$ cat src/rtl/stream_resp_pkg.sv
// Shared types for the PE stream responder: the per-beat FIFO entry and the
// responder FSM encoding.
package stream_resp_pkg;

  localparam int unsigned BEAT_DATA_W = 16;

  typedef struct packed {
    logic [BEAT_DATA_W-1:0] data;
    logic                   is_input;
  } stream_beat_t;

  typedef enum logic [1:0] {
    IDLE,
    RD_INPUT,
    RD_FILTER,
    RELEASE
  } resp_state_t;

endpackage

$ cat src/rtl/stream_skid_fifo.sv
// Two-entry beat FIFO that soaks up the one-cycle SRAM read latency while the
// PE is applying backpressure.
module stream_skid_fifo
  import stream_resp_pkg::*;
(
  input  logic         clk,
  input  logic         rst,
  input  logic         push,
  input  stream_beat_t push_beat,
  input  logic         pop,
  output stream_beat_t head,
  output logic [1:0]   count,
  output logic         empty,
  output logic         full
);

  stream_beat_t mem [2];
  logic         wr_ptr;
  logic         rd_ptr;
  logic         do_push;
  logic         do_pop;

  assign do_push = push && !full;
  assign do_pop  = pop && !empty;

  always_ff @(posedge clk or posedge rst) begin
    if (rst) begin
      wr_ptr <= 1'b0;
      rd_ptr <= 1'b0;
      count  <= '0;
    end else begin
      if (do_push) wr_ptr <= ~wr_ptr;
      if (do_pop)  rd_ptr <= ~rd_ptr;
      count <= count + 2'(do_push) - 2'(do_pop);
    end
  end

  always_ff @(posedge clk) begin
    if (do_push) mem[wr_ptr] <= push_beat;
  end

  assign head  = mem[rd_ptr];
  assign empty = (count == 2'd0);
  assign full  = (count == 2'd2);

endmodule

$ cat src/rtl/stream_resp.sv
// PE stream-request responder: fetches the activation then weight segment from
// SRAM and streams them to the PE with per-segment finish pulses.
module stream_resp
  import stream_resp_pkg::*;
#(
  parameter int unsigned DATA_W = 16,
  parameter int unsigned ADDR_W = 12,
  parameter int unsigned LEN_W  = 10,
  parameter int unsigned K_W    = 4,
  parameter int unsigned L_W    = 3
) (
  input  logic              clk,
  input  logic              rst,
  input  logic              req_filter_valid,
  input  logic [K_W-1:0]    req_filter_k,
  input  logic [L_W-1:0]    req_layer,
  input  logic              req_input_valid,
  input  logic [ADDR_W-1:0] wt_base,
  input  logic [LEN_W-1:0]  wt_len,
  input  logic [ADDR_W-1:0] act_base,
  input  logic [LEN_W-1:0]  act_len,
  output logic              mem_rd_en,
  output logic [ADDR_W-1:0] mem_rd_addr,
  input  logic [DATA_W-1:0] mem_rd_data,
  output logic              stream_valid,
  output logic [DATA_W-1:0] stream_data,
  output logic              stream_is_input,
  input  logic              stream_ready,
  output logic              Stream_input_finish_PE,
  output logic              Stream_filter_finish
);

  resp_state_t       state;
  logic [ADDR_W-1:0] act_base_q, wt_base_q, addr_q;
  logic [LEN_W-1:0]  act_len_q, wt_len_q, rd_cnt, beat_cnt, cur_len;
  logic              rd_valid_q, rd_is_input_q;
  logic              in_fin_q, flt_fin_q;
  logic              reading, can_issue, handshake, seg_done;
  logic              fifo_push, fifo_pop, fifo_empty, fifo_full;
  logic [1:0]        fifo_count;
  stream_beat_t      incoming, fifo_head, out_beat;
  logic              unused_req;

  // (layer, k) select the base/len table outside this block.
  assign unused_req = ^{req_filter_k, req_layer};

  assign reading   = (state == RD_INPUT) || (state == RD_FILTER);
  assign cur_len   = (state == RD_INPUT) ? act_len_q : wt_len_q;
  assign can_issue = !fifo_full && ((fifo_count + 2'(rd_valid_q)) < 2'd2);
  assign mem_rd_en = reading && (rd_cnt < cur_len) && can_issue;
  assign mem_rd_addr = addr_q;

  // Returning SRAM data bypasses the empty FIFO so the first beat appears
  // the cycle it comes back; it is only stored if the PE does not take it.
  always_comb begin
    incoming          = '0;
    incoming.data     = BEAT_DATA_W'(mem_rd_data);
    incoming.is_input = rd_is_input_q;
    out_beat          = fifo_empty ? incoming : fifo_head;
  end

  assign stream_valid    = !fifo_empty || rd_valid_q;
  assign stream_data     = stream_valid ? DATA_W'(out_beat.data) : '0;
  assign stream_is_input = stream_valid && out_beat.is_input;
  assign handshake       = stream_valid && stream_ready;
  assign fifo_push       = rd_valid_q && !(fifo_empty && stream_ready);
  assign fifo_pop        = !fifo_empty && stream_ready;

  assign seg_done = reading &&
                    ((cur_len == '0) || (handshake && (beat_cnt == cur_len - LEN_W'(1))));

  assign Stream_input_finish_PE = in_fin_q;
  assign Stream_filter_finish   = flt_fin_q;

  stream_skid_fifo u_fifo (
    .clk       (clk),
    .rst       (rst),
    .push      (fifo_push),
    .push_beat (incoming),
    .pop       (fifo_pop),
    .head      (fifo_head),
    .count     (fifo_count),
    .empty     (fifo_empty),
    .full      (fifo_full)
  );

  always_ff @(posedge clk or posedge rst) begin
    if (rst) begin
      state         <= IDLE;
      act_base_q    <= '0;
      wt_base_q     <= '0;
      act_len_q     <= '0;
      wt_len_q      <= '0;
      addr_q        <= '0;
      rd_cnt        <= '0;
      beat_cnt      <= '0;
      rd_valid_q    <= 1'b0;
      rd_is_input_q <= 1'b0;
      in_fin_q      <= 1'b0;
      flt_fin_q     <= 1'b0;
    end else begin
      rd_valid_q    <= mem_rd_en;
      rd_is_input_q <= (state == RD_INPUT);
      in_fin_q      <= 1'b0;
      flt_fin_q     <= 1'b0;
      if (mem_rd_en) begin
        addr_q <= addr_q + ADDR_W'(1);
        rd_cnt <= rd_cnt + LEN_W'(1);
      end
      if (handshake) beat_cnt <= beat_cnt + LEN_W'(1);

      case (state)
        IDLE: begin
          if (req_filter_valid) begin
            act_base_q <= act_base;
            wt_base_q  <= wt_base;
            act_len_q  <= act_len;
            wt_len_q   <= wt_len;
            addr_q     <= req_input_valid ? act_base : wt_base;
            rd_cnt     <= '0;
            beat_cnt   <= '0;
            state      <= req_input_valid ? RD_INPUT : RD_FILTER;
          end
        end
        RD_INPUT: begin
          if (seg_done) begin
            in_fin_q <= 1'b1;
            addr_q   <= wt_base_q;
            rd_cnt   <= '0;
            beat_cnt <= '0;
            state    <= RD_FILTER;
          end
        end
        RD_FILTER: begin
          if (seg_done) begin
            flt_fin_q <= 1'b1;
            state     <= RELEASE;
          end
        end
        RELEASE: begin
          if (!req_filter_valid) state <= IDLE;
        end
        default: state <= IDLE;
      endcase
    end
  end

endmodule

$ cat config.mk
export PLATFORM = sky130hd
export DESIGN_NAME = stream_resp
export DESIGN_NICKNAME = d
export VERILOG_FILES = /design/src/rtl/stream_resp_pkg.sv /design/src/rtl/stream_skid_fifo.sv /design/src/rtl/stream_resp.sv
export SDC_FILE = /design/constraint.sdc
export NUM_CORES = 1
export LEC_CHECK = 0
export CORE_MARGIN = 2
export CORE_UTILIZATION = 54
export CTS_BUF_LIST = sky130_fd_sc_hd__clkbuf_8
export DETAILED_ROUTE_END_ITERATION = 10
export MAX_ROUTING_LAYER = met4
export PLACE_DENSITY = 0.81
export SLEW_MARGIN = 20
export SYNTH_ARGS = -nofsm -noshare
export SYNTH_HDL_FRONTEND = slang
export SYNTH_SLANG_ARGS = --single-unit
$ cat constraint.sdc
create_clock -name clk -period 4.4 [get_ports clk]
set_clock_uncertainty 0.1 [all_clocks]
set_input_delay 0.66 -clock clk [delete_from_list [all_inputs] [get_ports clk]]
set_output_delay 0.66 -clock clk [all_outputs]
set_load 0.05 [all_outputs]
==> results.py <==
metrics = {
    "route": {
        "postRouteWirelength_um": 11900,
        "wire_per_inst_um": 15.4,
        "vias_per_cell": 5.52,
        "drc": 0,
        "route.vias.total": 4257,
        "ant_nets": 0,
        "dr.pass1.iters": 5,
        "drt-initial-drc-count": 229,
    },
    "clocking": {
        "cts.path.max_buffers": 2,
        "ctsRootBufferMaster": "clkbuf_8",
        "h-tree-depth": 3,
        "clk_pin_slew_ps": 100,
        "clock_sink_count": 108,
        "cts_tree": "done",
        "cts-buffers-inserted": 9,
        "clk_latency_ps": 370,
    },
    "die": {
        "core_um2": 10300,
        "start_util": 0.554,
        "die_width_um": 107,
        "die_area_um2": 11400,
        "num_io_pins": 105,
        "die_h_um": 107,
        "num_rows": 37,
    },
    "synthesis": {
        "ys_types": 49,
        "ys_ff_latch": 108,
        "yosys_warnings": 0,
        "syn_inst": 539,
        "synth.avg_cell_area_um2": 10.6,
        "synthesis.area_um2": 5690,
        "syn_nets": 629,
        "ys_seq_area_frac": 0.505,
    },
    "global_routing": {
        "grt_overflow_total": 0,
        "grt_pass1_vias": 4163,
        "grtUsageTotal": 0.221,
        "antenna_found_initial": 0,
        "grt_pass1_wl_um": 19600,
        "grt_max_degree": 53,
    },
    "final_layout": {
        "fin_util": 0.677,
        "fillers": 806,
        "antenna_cells": 0,
        "drive_gt1_frac": 0.0850,
        "layout_common_cells": "nand2_1 (96), clkdlybuf4s50_1 (96), dfrtp_1 (74)",
        "final_cells": 771,
        "layout.nets": 720,
        "syn2layout_area_growth_pct": 22.2,
    },
    "timing": {
        "layout_min_cycle_time_ps": 4150,
        "fin_crit_sh": 0.944,
        "fmax_mhz": 241,
        "rsz0062_at_grt": "false",
        "tightest_slew_ps": 973,
        "setup_viol_count_final": 0,
        "slew_violations": 0,
        "max_slew_margin": 0.352,
        "hold_viol": 0,
        "whs_ps": 398,
        "tns_ps": 0,
    },
    "place": {
        "post-place-cells": 754,
        "gp_congestion": 0.894,
        "io_buffers": 97,
        "hpwl_um": 8540,
    },
    "critical_path": {
        "r2r_start": "state[1]",
        "path_max_fanout": 20,
        "start_kind": "flip-flop",
        "crit_start": "state[1]",
        "cp-endpoint": "mem_rd_en",
        "end_kind": "output pin",
        "rrSetupSlack_ps": 530,
        "cp.required_ps": 3640,
        "worstSetupPathType": "flip-flop to output pin",
        "worst_ep_arrival_time_ps": 3390,
        "r2r_end": "rd_cnt[3]",
        "r2r_cells": 12,
    },
    "worst_hold_path": {
        "hold_path_class": "flip-flop to flip-flop",
        "worstHoldPathCells": 0,
    },
    "power": {
        "pwr-share-comb": 0.544,
        "powerDensity_nw_per_um2": 691,
        "leakagePower_nw": 2.93,
        "pwr-share-clk": 0.115,
        "power.share.switching": 0.463,
        "ir_worst_vdd_mv": 0.404,
        "p_switching_mw": 2.23,
        "internal-power_mw": 2.58,
        "pwr-share-seq": 0.341,
    },
    "run": {
        "max-cap-violations": 0,
    },
    "run_status": {
        "outcome": "finished clean",
    },
}
==> how the worst min path moves through the flow <==
stage,from,endpoint,slack [ps]
2_1_floorplan,rd_is_input_q,u_fifo.mem[0][0],340
3_3_place_gp,rd_is_input_q,u_fifo.mem[0][0],360
3_5_place_dp,act_len_q[7],act_len_q[7],370
4_1_cts,act_len_q[7],act_len_q[7],390
5_1_grt,rd_is_input_q,u_fifo.mem[1][0],410
6_report,rd_is_input_q,u_fifo.mem[0][0],400
==> metrics by stage <==
| step | area, µm² | total power, mW | setup slack (ps) |
|---|---|---|---|
| final | 6960 | 4.81 | 246 |
| after global routing | 6960 | 5.13 | 37.4 |
| after CTS | 6930 | 4.79 | 82.2 |
| after detailed placement | 6760 | 4.24 | 436 |
| after global placement | 6760 | 4.13 | 581 |
| after floorplan | 5690 | 3.50 | 760 |
==> flip-flops by register name, summed over array words and instances (netlist names), 2 cells and up <==
name	flops
u_fifo.count	2
wt_len_q	10
rd_cnt	10
wt_base_q	12
mem_rd_addr	12
u_fifo.mem	34
state	2
act_len_q	10
beat_cnt	10
==> synthesized netlist by cell type, drive strengths merged <==
cell,n,area share
and4,5,0.0077
a31oi,3,0.0059
a21oi,2,0.0024
dfrtp,74,0.33
o2111a,1,0.0020
or3,2,0.0022
nor4,2,0.0022
ha,18,0.040
and2,6,0.0066
and3,7,0.0077
o221ai,13,0.030
xnor2,19,0.029
nand3,27,0.024
buf,10,0.017
nor3,7,0.0062
nand2b,1,0.0011
a2111oi,1,0.0015
nor2b,1,0.0011
o211a,1,0.0018
a211oi,1,0.0013
inv,24,0.016
clkbuf,17,0.011
or4b,1,0.0024
a21o,2,0.0026
mux2,11,0.022
xor2,28,0.043
o21bai,1,0.0013
o22a,2,0.0031
a22oi,1,0.0013
or4,1,0.0013
nor4b,1,0.0015
nand2,97,0.064
o31ai,1,0.0013
nand4,17,0.019
mux2i,34,0.062
o21ai,35,0.031
edfxtp,34,0.18
o211ai,1,0.0013
nor2,26,0.017
nor3b,4,0.0053
==> metal layers <==
layer  global-route usage  share of wire
met2                0.349           0.48
met4               0.0891          0.019
met1                0.294           0.46
met5                    -              0
met3               0.0286          0.040
==> power groups by stage <==
stage	sequential, mW	clock [mW]	combinational (mW)
CTS	1.64	0.563	2.59
finish	1.64	0.553	2.62
global placement	1.64	0	2.49
floorplan	1.68	0	1.82
detailed placement	1.65	0	2.58
global route	1.69	0.598	2.84
==> what timing repair did <==
action,4_1_cts,5_1_grt
setup buffers,0,1
endpoints found under the setup margin,0,1
hold buffers,0,0
resized for setup,0,4
==> critical path: stages, from the launching register on <==
cell and delay [ps]:
dfrtp_1 420, inv_1 100, ha_1 370, buf_6 280, mux2i_2 340, ha_1 310, a21o_1 160, a2111oi_0 460
nor3b_4 400, buf_12 180
==> cell type report <==
class	instances	area [µm²]	share of cell area
inverter	24	91.3	0.0131
clock buffer	9	124	0.0178
clock inverter	7	52.6	0.00755
sequential	108	2870	0.413
multi-input combinational	380	2590	0.372
timing repair buffer	107	1060	0.152
tap	136	170	0.0245
==> cell families (layout without fill, tap and decap cells) <==
family	after synthesis	count (layout)	synth area share
flip-flops	108	108	0.505
multiplexers	45	45	0.0837
AND/OR/NAND/NOR	205	205	0.169
XOR/XNOR	47	47	0.0723
adder cells (fa/ha/maj)	18	18	0.0396
AO/OA/AOI/OAI	65	65	0.0866
buffers and inverters	51	147	0.0442
Power figures use the tool's default switching activity.
